<file path="config.mk">
export PLATFORM = sky130hd
export DESIGN_NAME = phy_to_llr_unpacker
export DESIGN_NICKNAME = d
export VERILOG_FILES = /design/src/rtl/phy_to_llr_unpacker_pkg.sv /design/src/rtl/phy_to_llr_unpacker_beat_lane_mux.sv /design/src/rtl/phy_to_llr_unpacker.sv
export SDC_FILE = /design/constraint.sdc
export NUM_CORES = 1
export LEC_CHECK = 0
export CORE_AREA = 2 2 187 189
export CTS_CLUSTER_DIAMETER = 30
export DETAILED_ROUTE_END_ITERATION = 6
export DIE_AREA = 0 0 189 191
export GPL_ROUTABILITY_DRIVEN = 1
export HOLD_SLACK_MARGIN = 0.02
export PLACE_DENSITY = 0.95
export SLEW_MARGIN = 20
export SYNTH_ARGS = -nofsm -noshare
export SYNTH_HDL_FRONTEND = slang
export SYNTH_HIERARCHICAL = 1
export SYNTH_SLANG_ARGS = --single-unit
</file>
<file path="constraint.sdc">
create_clock -name i_core_clk -period 31.6 [get_ports i_core_clk]
set_input_delay 7.9 -clock i_core_clk [delete_from_list [all_inputs] [get_ports i_core_clk]]
set_output_delay 7.9 -clock i_core_clk [all_outputs]
set_load 0.02 [all_outputs]
</file>
<file path="src/rtl/phy_to_llr_unpacker_pkg.sv">
// Shared definitions for the PHY-to-LLR unpacker.
// Holds the FSM state encoding, the default geometry with the constants
// derived from it, and a configuration check used at elaboration.
package phy_to_llr_unpacker_pkg;

    typedef enum logic [2:0] {
        ST_IDLE  = 3'd0,
        ST_FETCH = 3'd1,
        ST_WAIT  = 3'd2,
        ST_EMIT  = 3'd3,
        ST_DONE  = 3'd4
    } state_t;

    localparam int DEF_DW         = 16;
    localparam int DEF_BEAT_WORDS = 8;
    localparam int DEF_LANES      = 2;
    localparam int DEF_CNT_W      = 16;

    // Derived values for the default geometry.
    localparam int GROUPS_PER_BEAT = DEF_BEAT_WORDS / (2 * DEF_LANES);
    localparam int IDX_W           = $clog2(DEF_BEAT_WORDS);

    // A beat must split into a whole number of output groups.
    function automatic bit beat_cfg_ok(input int beat_words, input int lanes);
        return (lanes > 0) && ((beat_words % (2 * lanes)) == 0);
    endfunction

endpackage

</file>
<file path="src/rtl/phy_to_llr_unpacker_beat_lane_mux.sv">
// Combinational lane selection from a held IQ beat.
// Ports:
//   beat     held IQ beat, RE k has I at word 2k and Q at word 2k+1
//   grp_idx  group index within the beat
//   re_left  REs still owed to the user, counted from this group's lane 0
//   lane_i   lane n I at [n*DW +: DW]; zero for lanes past the user's end
//   lane_q   lane n Q, same packing and masking
module phy_to_llr_unpacker_beat_lane_mux #(
    parameter int DW         = 16,
    parameter int BEAT_WORDS = 8,
    parameter int LANES      = 2,
    parameter int CNT_W      = 16,
    parameter int IW         = 3
) (
    input  logic [BEAT_WORDS*DW-1:0] beat,
    input  logic [IW-1:0]            grp_idx,
    input  logic [CNT_W-1:0]         re_left,
    output logic [LANES*DW-1:0]      lane_i,
    output logic [LANES*DW-1:0]      lane_q
);

    logic [DW-1:0] words [BEAT_WORDS];
    logic [IW-1:0] wsel;

    always_comb begin
        for (int w = 0; w < BEAT_WORDS; w++) begin
            words[w] = beat[w*DW +: DW];
        end
    end

    always_comb begin
        lane_i = '0;
        lane_q = '0;
        wsel   = '0;
        for (int n = 0; n < LANES; n++) begin
            wsel = IW'(int'(grp_idx) * 2 * LANES + 2 * n);
            // re_left is at least 1 in any presented group, so lane 0 is always live.
            if (re_left > CNT_W'(n)) begin
                lane_i[n*DW +: DW] = words[wsel];
                lane_q[n*DW +: DW] = words[wsel + IW'(1)];
            end
        end
    end

endmodule

</file>
<file path="src/rtl/phy_to_llr_unpacker.sv">
// Unpacks packed IQ and noise beats from two FIFOs into LANES-wide RE groups
// for the LLR demapper, with valid/ready flow control and per-user framing.
// Ports:
//   i_core_clk, i_rx_rst           clock, async active-high reset
//   i_start                        one-cycle pulse, latches config and starts a user
//   i_iq_noise_rate                groups per noise word (0 behaves as 1)
//   i_cur_user_re_amounts          REs in this user (0 finishes at once)
//   i_iq_fifo_*, o_iq_fifo_rd_en   IQ FIFO, data valid the cycle after rd_en
//   i_noise_fifo_*, o_noise_fifo_rd_en  noise FIFO, same timing
//   i_llr_ready                    downstream accept
//   o_data_strobe, o_re_data_i/q, o_noise_data, o_last   output group
//   o_busy, o_done                 user in progress / one-cycle completion pulse
// Handshake: a group transfers on a cycle where o_data_strobe and i_llr_ready
// are both 1; while o_data_strobe is 1 and i_llr_ready is 0 every output holds.
module phy_to_llr_unpacker
    import phy_to_llr_unpacker_pkg::*;
#(
    parameter int DW         = DEF_DW,
    parameter int BEAT_WORDS = DEF_BEAT_WORDS,
    parameter int LANES      = DEF_LANES,
    parameter int CNT_W      = DEF_CNT_W
) (
    input  logic                     i_core_clk,
    input  logic                     i_rx_rst,
    input  logic                     i_start,
    input  logic [CNT_W-1:0]         i_iq_noise_rate,
    input  logic [CNT_W-1:0]         i_cur_user_re_amounts,
    input  logic [BEAT_WORDS*DW-1:0] i_iq_fifo_data,
    input  logic                     i_iq_fifo_empty,
    output logic                     o_iq_fifo_rd_en,
    input  logic [BEAT_WORDS*DW-1:0] i_noise_fifo_data,
    input  logic                     i_noise_fifo_empty,
    output logic                     o_noise_fifo_rd_en,
    input  logic                     i_llr_ready,
    output logic                     o_data_strobe,
    output logic [LANES*DW-1:0]      o_re_data_i,
    output logic [LANES*DW-1:0]      o_re_data_q,
    output logic [DW-1:0]            o_noise_data,
    output logic                     o_last,
    output logic                     o_busy,
    output logic                     o_done
);

    localparam int GPB = BEAT_WORDS / (2 * LANES);
    localparam int IW  = $clog2(BEAT_WORDS);

    if (!beat_cfg_ok(BEAT_WORDS, LANES)) begin : g_cfg_check
        $error("phy_to_llr_unpacker: BEAT_WORDS must be a multiple of 2*LANES");
    end

    state_t                  state, state_nxt;
    logic [CNT_W-1:0]        rate_r, re_r, grp_total, grp_cnt, re_base, rep_cnt;
    logic [IW-1:0]           grp_idx, noise_idx;
    logic                    need_iq, need_nz, iq_rd_d, nz_rd_d;
    logic [BEAT_WORDS*DW-1:0] iq_hold, nz_hold;
    logic [CNT_W:0]          re_round;
    logic                    iq_rd, nz_rd, emit, accept, is_last;
    logic                    grp_wrap, rep_wrap, nz_wrap;
    logic [LANES*DW-1:0]     mux_i, mux_q;

    assign re_round = {1'b0, i_cur_user_re_amounts} + (CNT_W+1)'(LANES - 1);

    assign emit     = (state == ST_EMIT);
    assign accept   = emit && i_llr_ready;
    assign is_last  = (grp_cnt == grp_total - CNT_W'(1));
    assign grp_wrap = (grp_idx == IW'(GPB - 1));
    assign rep_wrap = (rep_cnt == rate_r - CNT_W'(1));
    assign nz_wrap  = rep_wrap && (noise_idx == IW'(BEAT_WORDS - 1));

    // Reads are issued only in FETCH and never toward an empty FIFO.
    assign iq_rd = (state == ST_FETCH) && need_iq && !i_iq_fifo_empty;
    assign nz_rd = (state == ST_FETCH) && need_nz && !i_noise_fifo_empty;

    always_ff @(posedge i_core_clk or posedge i_rx_rst) begin
        if (i_rx_rst) begin
            state <= ST_IDLE;
        end else begin
            state <= state_nxt;
        end
    end

    always_comb begin
        state_nxt = state;
        case (state)
            ST_IDLE: begin
                if (i_start) begin
                    state_nxt = (i_cur_user_re_amounts == '0) ? ST_DONE : ST_FETCH;
                end
            end
            ST_FETCH: begin
                // Leave once every outstanding read has been issued (possibly this cycle).
                if (!((need_iq && !iq_rd) || (need_nz && !nz_rd))) begin
                    state_nxt = ST_WAIT;
                end
            end
            ST_WAIT: state_nxt = ST_EMIT;
            ST_EMIT: begin
                if (accept) begin
                    if (is_last) begin
                        state_nxt = ST_DONE;
                    end else if (grp_wrap || nz_wrap) begin
                        state_nxt = ST_FETCH;
                    end
                end
            end
            ST_DONE: state_nxt = ST_IDLE;
            default: state_nxt = ST_IDLE;
        endcase
    end

    always_ff @(posedge i_core_clk or posedge i_rx_rst) begin
        if (i_rx_rst) begin
            rate_r    <= '0;
            re_r      <= '0;
            grp_total <= '0;
            grp_cnt   <= '0;
            re_base   <= '0;
            rep_cnt   <= '0;
            grp_idx   <= '0;
            noise_idx <= '0;
            need_iq   <= 1'b0;
            need_nz   <= 1'b0;
            iq_rd_d   <= 1'b0;
            nz_rd_d   <= 1'b0;
            iq_hold   <= '0;
            nz_hold   <= '0;
        end else begin
            // FIFO data arrives one cycle after its read; IQ may land while
            // still in FETCH waiting for the noise FIFO, and vice versa.
            iq_rd_d <= iq_rd;
            nz_rd_d <= nz_rd;
            if (iq_rd_d) iq_hold <= i_iq_fifo_data;
            if (nz_rd_d) nz_hold <= i_noise_fifo_data;
            if (iq_rd) need_iq <= 1'b0;
            if (nz_rd) need_nz <= 1'b0;

            if (state == ST_IDLE && i_start) begin
                rate_r    <= (i_iq_noise_rate == '0) ? CNT_W'(1) : i_iq_noise_rate;
                re_r      <= i_cur_user_re_amounts;
                grp_total <= CNT_W'(re_round / (CNT_W+1)'(LANES));
                grp_cnt   <= '0;
                re_base   <= '0;
                rep_cnt   <= '0;
                grp_idx   <= '0;
                noise_idx <= '0;
                need_iq   <= (i_cur_user_re_amounts != '0);
                need_nz   <= (i_cur_user_re_amounts != '0);
            end

            // The final acceptance leaves everything as is: leftovers are dropped.
            if (accept && !is_last) begin
                grp_cnt <= grp_cnt + CNT_W'(1);
                re_base <= re_base + CNT_W'(LANES);
                if (grp_wrap) begin
                    grp_idx <= '0;
                    need_iq <= 1'b1;
                end else begin
                    grp_idx <= grp_idx + IW'(1);
                end
                if (rep_wrap) begin
                    rep_cnt <= '0;
                    if (nz_wrap) begin
                        noise_idx <= '0;
                        need_nz   <= 1'b1;
                    end else begin
                        noise_idx <= noise_idx + IW'(1);
                    end
                end else begin
                    rep_cnt <= rep_cnt + CNT_W'(1);
                end
            end
        end
    end

    phy_to_llr_unpacker_beat_lane_mux #(
        .DW         (DW),
        .BEAT_WORDS (BEAT_WORDS),
        .LANES      (LANES),
        .CNT_W      (CNT_W),
        .IW         (IW)
    ) u_lane_mux (
        .beat    (iq_hold),
        .grp_idx (grp_idx),
        .re_left (re_r - re_base),
        .lane_i  (mux_i),
        .lane_q  (mux_q)
    );

    assign o_iq_fifo_rd_en    = iq_rd;
    assign o_noise_fifo_rd_en = nz_rd;
    assign o_data_strobe      = emit;
    assign o_re_data_i        = emit ? mux_i : '0;
    assign o_re_data_q        = emit ? mux_q : '0;
    assign o_noise_data       = emit ? nz_hold[int'(noise_idx)*DW +: DW] : '0;
    assign o_last             = emit && is_last;
    assign o_busy             = (state != ST_IDLE);
    assign o_done             = (state == ST_DONE);

endmodule

</file>
==> results of run 1 <==
## worst max-delay path, stage by stage
cell and delay, ns:
clkdlybuf4s50_1 0.45, nor3b_1 0.55, clkdlybuf4s50_1 0.72
## cell families (layout without fill, tap and decap cells)
family | after synthesis | in the layout
other | 1 | 1
flip-flops | 364 | 364
buffers and inverters | 151 | 578
AND/OR/NAND/NOR | 536 | 536
multiplexers | 378 | 378
adder cells (fa/ha/maj) | 24 | 24
AO/OA/AOI/OAI | 217 | 217
XOR/XNOR | 72 | 72
## placed cells by master, fill, tap and decap left out, types with 74 or more instances in the layout
master / n
mux2_2: 258
and2_1: 76
mux2i_1: 88
clkdlybuf4s50_1: 379
nand2_1: 149
clkbuf_16: 79
a21oi_1: 84
dfrtp_1: 359
nor2_1: 76
nand3_1: 74
## layout make-up
| type | instances | area (um2) | area share |
|---|---|---|---|
| clock buffers | 98 | 2170 | 0.0833 |
| clock inverters | 43 | 552 | 0.0212 |
| inverters | 43 | 169 | 0.00649 |
| multi-input cells | 1228 | 9530 | 0.366 |
| flip-flops and latches | 364 | 9130 | 0.351 |
| well taps | 455 | 569 | 0.0219 |
| repair buffers | 394 | 3920 | 0.151 |
## metal layers
layer,wire length (um),part of all wire,GRT usage
met3,5290,0.087,0.0953
met2,30100,0.50,0.580
met5,0,0,0
met1,21300,0.35,0.363
met4,3890,0.064,0.218
## flip-flops by register name, summed over array words and instances (netlist names), 3 cells and up
name       count
iq_hold      128
nz_hold      128
grp_cnt       16
grp_total     16
rate_r        16
re_r          16
rep_cnt       16
re_base       15
grp_idx        3
noise_idx      3
state          3
## power groups by stage
stage                     combinational (uW)  sequential (uW)  clock [uW]
after floorplan                          784              775           0
after global placement                  1020              840           0
after detailed placement                1070              862           0
after CTS                               1100              870         844
after global routing                    1190              896         870
final                                   1110              875         837
## final timing paths
path | from | endpoint | slack, ns
worst max-delay path | i_noise_fifo_empty | o_noise_fifo_rd_en | 14.07
worst min-delay path | re_r[11] | re_r[11] | 0.49
worst max register to register | grp_total[0] | re_base[7] | 27.64
worst min register to register | re_r[11] | re_r[11] | 0.49
max in group asynchronous | i_rx_rst | nz_rd_d | 22.03
min in group asynchronous | i_rx_rst | nz_hold[66] | 7.98
## stage by stage
step | util | power [uW]
floorplan | - | 1560
global placement | 0.683 | 1860
detailed placement | 0.683 | 1930
CTS | 0.763 | 2820
global route | 0.763 | 2960
finish | 0.763 | 2820
==> impl_metrics.toml, run 1 <==
[outcome]
status = "finished, final reports clean"

[logic_synthesis]
synthesis.area_mm2 = 0.0193
synth_compound_area_frac = 0.0674
synth_ff_type = "dfrtp_1"
synth-async-reset-ratio = 1.00
synthesis.nets = 2061
yosysWarnings = 6
synthAdderAreaFrac = 0.0160
synth-seq-cells = 364
synth_top_family_by_area = "multiplexers"
synth_top_cell_area_share = 0.473
synth_edf_count = 0
synth_largest_area_cell = "dfrtp_1"
avgSynthCellArea_um2 = 11.1
synthTopCellsByCount = "364 x dfrtp_1, 258 x mux2_2, 150 x nand2_1"
yosys.area_share.simple = 0.144
yosysUniqueCellTypes = 71
netlist_instances = 1743
synth_area_leaders = "dfrtp_1 47%, mux2_2 15%, mux2i_1 4.6%, mux4_2 3.7%, nand2_1 2.9%"
yosysMostFrequentCell = "dfrtp_1"
synth-seq-area-share = 0.473
synth.area.mux_share = 0.234
synth_xor_area_frac = 0.0327

[power_and_ir_drop]
seqPwrFrac = 0.310
irDropWorstVdd_uv = 75.1
p_int_uw = 1800
switching_share = 0.363
p_clk_frac = 0.297
p_switching_uw = 1020
power_frac_comb = 0.394
power_density_mw_per_mm2 = 108
p_leak_uw = 0.0109

[clocking]
cts_buffers = 76
post-cts-setup-buffer-count = 0
clkTransAtPathRegs_ns = 0.04
cts_buffer_depth = 3
cts_sinks = 364
cts_tree = "built"
cts_root_buf = "clkbuf_16"
hold_buffers = 0
ctsResizeCount = 0
insertion_delay_ns = 0.58
htree_levels = 3

[final_layout]
area_growth_pct = 35.0
design_area_mm2 = 0.0260
antenna_cells = 0
drive_gt1_frac = 0.215
fillers = 1947
layout.cells.non_filler = 2625
nets = 2425

[global_routing]
track_usage = 0.336
grt_pass1_vias = 17200
grt_max_degree = 173
grt_pass1_wl_um = 93900
antenna_found_initial = 0
grt-ovfl-total = 0

[routing]
routedWlPerCell_um = 23.1
drc = 0
via_per_inst = 6.05
ant_nets = 0
drtIter0Drc = 1134
vias = 15900
dr.pass1.iters = 6
routed_wl_um = 60600

[placed_design]
dp.cells = 2484
dpl_cell_area_mm2 = 0.0233
pre_cts_ws_ns = 14.15
port_buffers = 379
place.gp.congestion = 0.923
dpl.hpwl_um = 38400

[die]
dieHeight_um = 191
die-area_mm2 = 0.0361
num_io_pins = 380
rows = 68
initial_core_util = 0.565
fp.dieW_um = 189
core_area_mm2 = 0.0341

[sta]
layout_min_cycle_time_ns = 17.53
tightest_slew_ns = 1.14
fmax_mhz = 57.1
setup_viol = 0
setup_ws_ns = 14.07
rsz0062_at_grt = "no"
slew_viol_final = 0
post-route-period-util = 0.555
max-slew-margin-rel = 0.235
skew_ns = 0.0173
fin_tns_setup_ns = 0
worst_hold_slack_ns = 0.490
final_hold_viol_count = 0

[flow_run]
drv_cap = 0

[critical_path]
critical_path_class = "in -> out"
cp.arrival_ns = 9.63
cp-end-kind = "output port"
crit_required_ns = 23.70
startpoint_type = "input pin"
r2r_cells = 11
critical_path.max_fanout = 3

[hold_path]
min_path_cells = 2
hp-class = "reg -> reg"
Power figures use the tool's default switching activity.
==> run 2: changes to the inputs <==
--- a/config.mk
+++ b/config.mk
@@ -5,13 +5,13 @@
 export SDC_FILE = /design/constraint.sdc
 export NUM_CORES = 1
 export LEC_CHECK = 0
-export CORE_AREA = 2 2 187 189
+export CORE_AREA = 2 2 194 196
 export CTS_CLUSTER_DIAMETER = 30
 export DETAILED_ROUTE_END_ITERATION = 6
-export DIE_AREA = 0 0 189 191
+export DIE_AREA = 0 0 196 198
 export GPL_ROUTABILITY_DRIVEN = 1
 export HOLD_SLACK_MARGIN = 0.02
-export PLACE_DENSITY = 0.95
+export PLACE_DENSITY = 0.9
 export SLEW_MARGIN = 20
 export SYNTH_ARGS = -nofsm -noshare
 export SYNTH_HDL_FRONTEND = slang
==> constraint.sdc (replaced) <==
create_clock -name i_core_clk -period 17.7 [get_ports i_core_clk]
set_input_delay 4.425 -clock i_core_clk [delete_from_list [all_inputs] [get_ports i_core_clk]]
set_output_delay 4.425 -clock i_core_clk [all_outputs]
set_load 0.02 [all_outputs]
==> impl_metrics.toml, run 2 (synthesis results as in run 1) <==
[global_routing]
antenna_found_initial = 5
grt-ovfl-total = 0
grt_pass1_vias = 16300
grt_max_degree = 164
track_usage = 0.295
grt_pass1_wl_um = 89500

[die]
rows = 71
dieHeight_um = 198
initial_core_util = 0.522
num_io_pins = 380
fp.dieW_um = 196
core_area_mm2 = 0.0370
die-area_mm2 = 0.0388

[routing]
routed_wl_um = 57500
drc = 0
dr_wl_met3_um = 5180
via_per_inst = 5.85
wl_met2_um = 28500
ant_nets = 0
routedWlPerCell_um = 21.6
routed.top_layer = "met4"
vias = 15600
drtIter0Drc = 1097
dr.pass1.iters = 5
m1WireLength_um = 21400

[flow_run]
drv_cap = 0

[power_and_ir_drop]
power_uw = 5090
irDropWorstVdd_uv = 145
power_density_mw_per_mm2 = 194
p_leak_uw = 0.0110

[placed_design]
place.gp.congestion = 0.890
dpl.hpwl_um = 37400
port_buffers = 379

[final_layout]
layout_common_cells = "379 x clkdlybuf4s50_1, 360 x dfrtp_1, 258 x mux2_2"
fillers = 2353
nets = 2432
area_growth_pct = 36.4
drive_gt1_frac = 0.220
fin_util = 0.711
reg.largest.list = "iq_hold: 128 flops, nz_hold: 128 flops"
layout_commonest_cell = "clkdlybuf4s50_1"

[critical_path]
critical_path.max_fanout = 3
critical_path_class = "in -> out"
crit_path_cell_trace = "clkdlybuf4s50_1 > nor3b_1 > clkdlybuf4s50_1"
crit_slowest_cell = "clkdlybuf4s50_1"
r2r_cells = 11
cpMostUsedCell = "clkdlybuf4s50_1"
reg2reg_slack_ns = 13.46
r2r-start = "grp_total[0]"
cpPeakStageDelay_ns = 0.72
reg2reg_to = "re_base[10]"
crit_required_ns = 13.28
cp-end-kind = "output port"
critPathTopFamily = "buffers and inverters"
cp.arrival_ns = 6.12
startpoint_type = "input pin"
path_buf_inv = 2

[clocking]
cts_root_buf = "clkbuf_16"
clkTransAtPathRegs_ns = 0.04
ctsResizeCount = 0
post-cts-setup-buffer-count = 0
htree_levels = 3
cts_sinks = 364
cts_tree = "built"
insertion_delay_ns = 0.60
hold_buffers = 0
cts_buffers = 82
cts_buffer_depth = 3

[sta]
setup_viol = 0
max-slew-margin-rel = 0.241
slew_viol_final = 0
fmax_mhz = 94.9
final_hold_viol_count = 0
post-route-period-util = 0.596
fin_tns_setup_ns = 0
rsz0062_at_grt = "no"
skew_ns = 0.0169
tightest_slew_ns = 1.14
layout_min_cycle_time_ns = 10.54

[outcome]
status = "finished, final reports clean"

[hold_path]
min_to = "re_r[2]"
min_path_cells = 2
hp-start = "re_r[2]"
hp-class = "reg -> reg"
## run 2: worst max path at each step
stage	cells past startpoint	to	slack, ns	start
after floorplan	1	grp_cnt[0]	3.17	i_rx_rst
after global placement	3	o_iq_fifo_rd_en	7.40	i_iq_fifo_empty
after detailed placement	3	o_iq_fifo_rd_en	7.26	i_iq_fifo_empty
after CTS	3	o_iq_fifo_rd_en	7.18	i_iq_fifo_empty
after global routing	3	o_iq_fifo_rd_en	7.10	i_iq_fifo_empty
final	3	o_iq_fifo_rd_en	7.16	i_iq_fifo_empty
## run 2: cell type report
cell class	count	area (um2)	area share
diodes	5	12.5	0.000476
well taps	474	593	0.0226
clock buffers	95	2170	0.0826
clock inverters	59	768	0.0292
flip-flops and latches	364	9120	0.347
repair buffers	395	3930	0.149
multi-input cells	1228	9530	0.362
inverters	43	169	0.00642
## run 2: report_power, final
group          switching [uW]  internal (uW)  leakage, uW
Clock                     527           1080      0.00142
Sequential                320           1220      0.00447
Combinational             966            983      0.00513
## run 2: worst reg2reg max path, cell delays in order (launching register included)
cell and delay, ns:
dfrtp_1 0.44, inv_1 0.10, ha_1 0.29, nor4b_2 0.61, o211ai_1 0.25, a211oi_1 0.31
a311oi_1 0.13, or4_4 0.58, o21ai_2 0.27, buf_4 0.37, nand2_1 0.38, o21ai_0 0.40
## run 2: layer usage
layer | vias up | track usage
met1 | 7706 | 0.336
met4 | 0 | 0.141
met5 | - | 0
met2 | 713 | 0.507
li1 | 7018 | -
met3 | 146 | 0.0923
## run 2: per-stage QoR
stage | worst slack, ns | std cells | hold slack (ns) | instance area, um2
floorplan | 3.17 | 1743 | 0.442 | 19300
global placement | 7.40 | 2504 | 0.471 | 23300
detailed placement | 7.26 | 2504 | 0.475 | 23300
CTS | 7.18 | 2658 | 0.486 | 26300
global route | 7.10 | 2662 | 0.512 | 26300
finish | 7.16 | 2663 | 0.483 | 26300
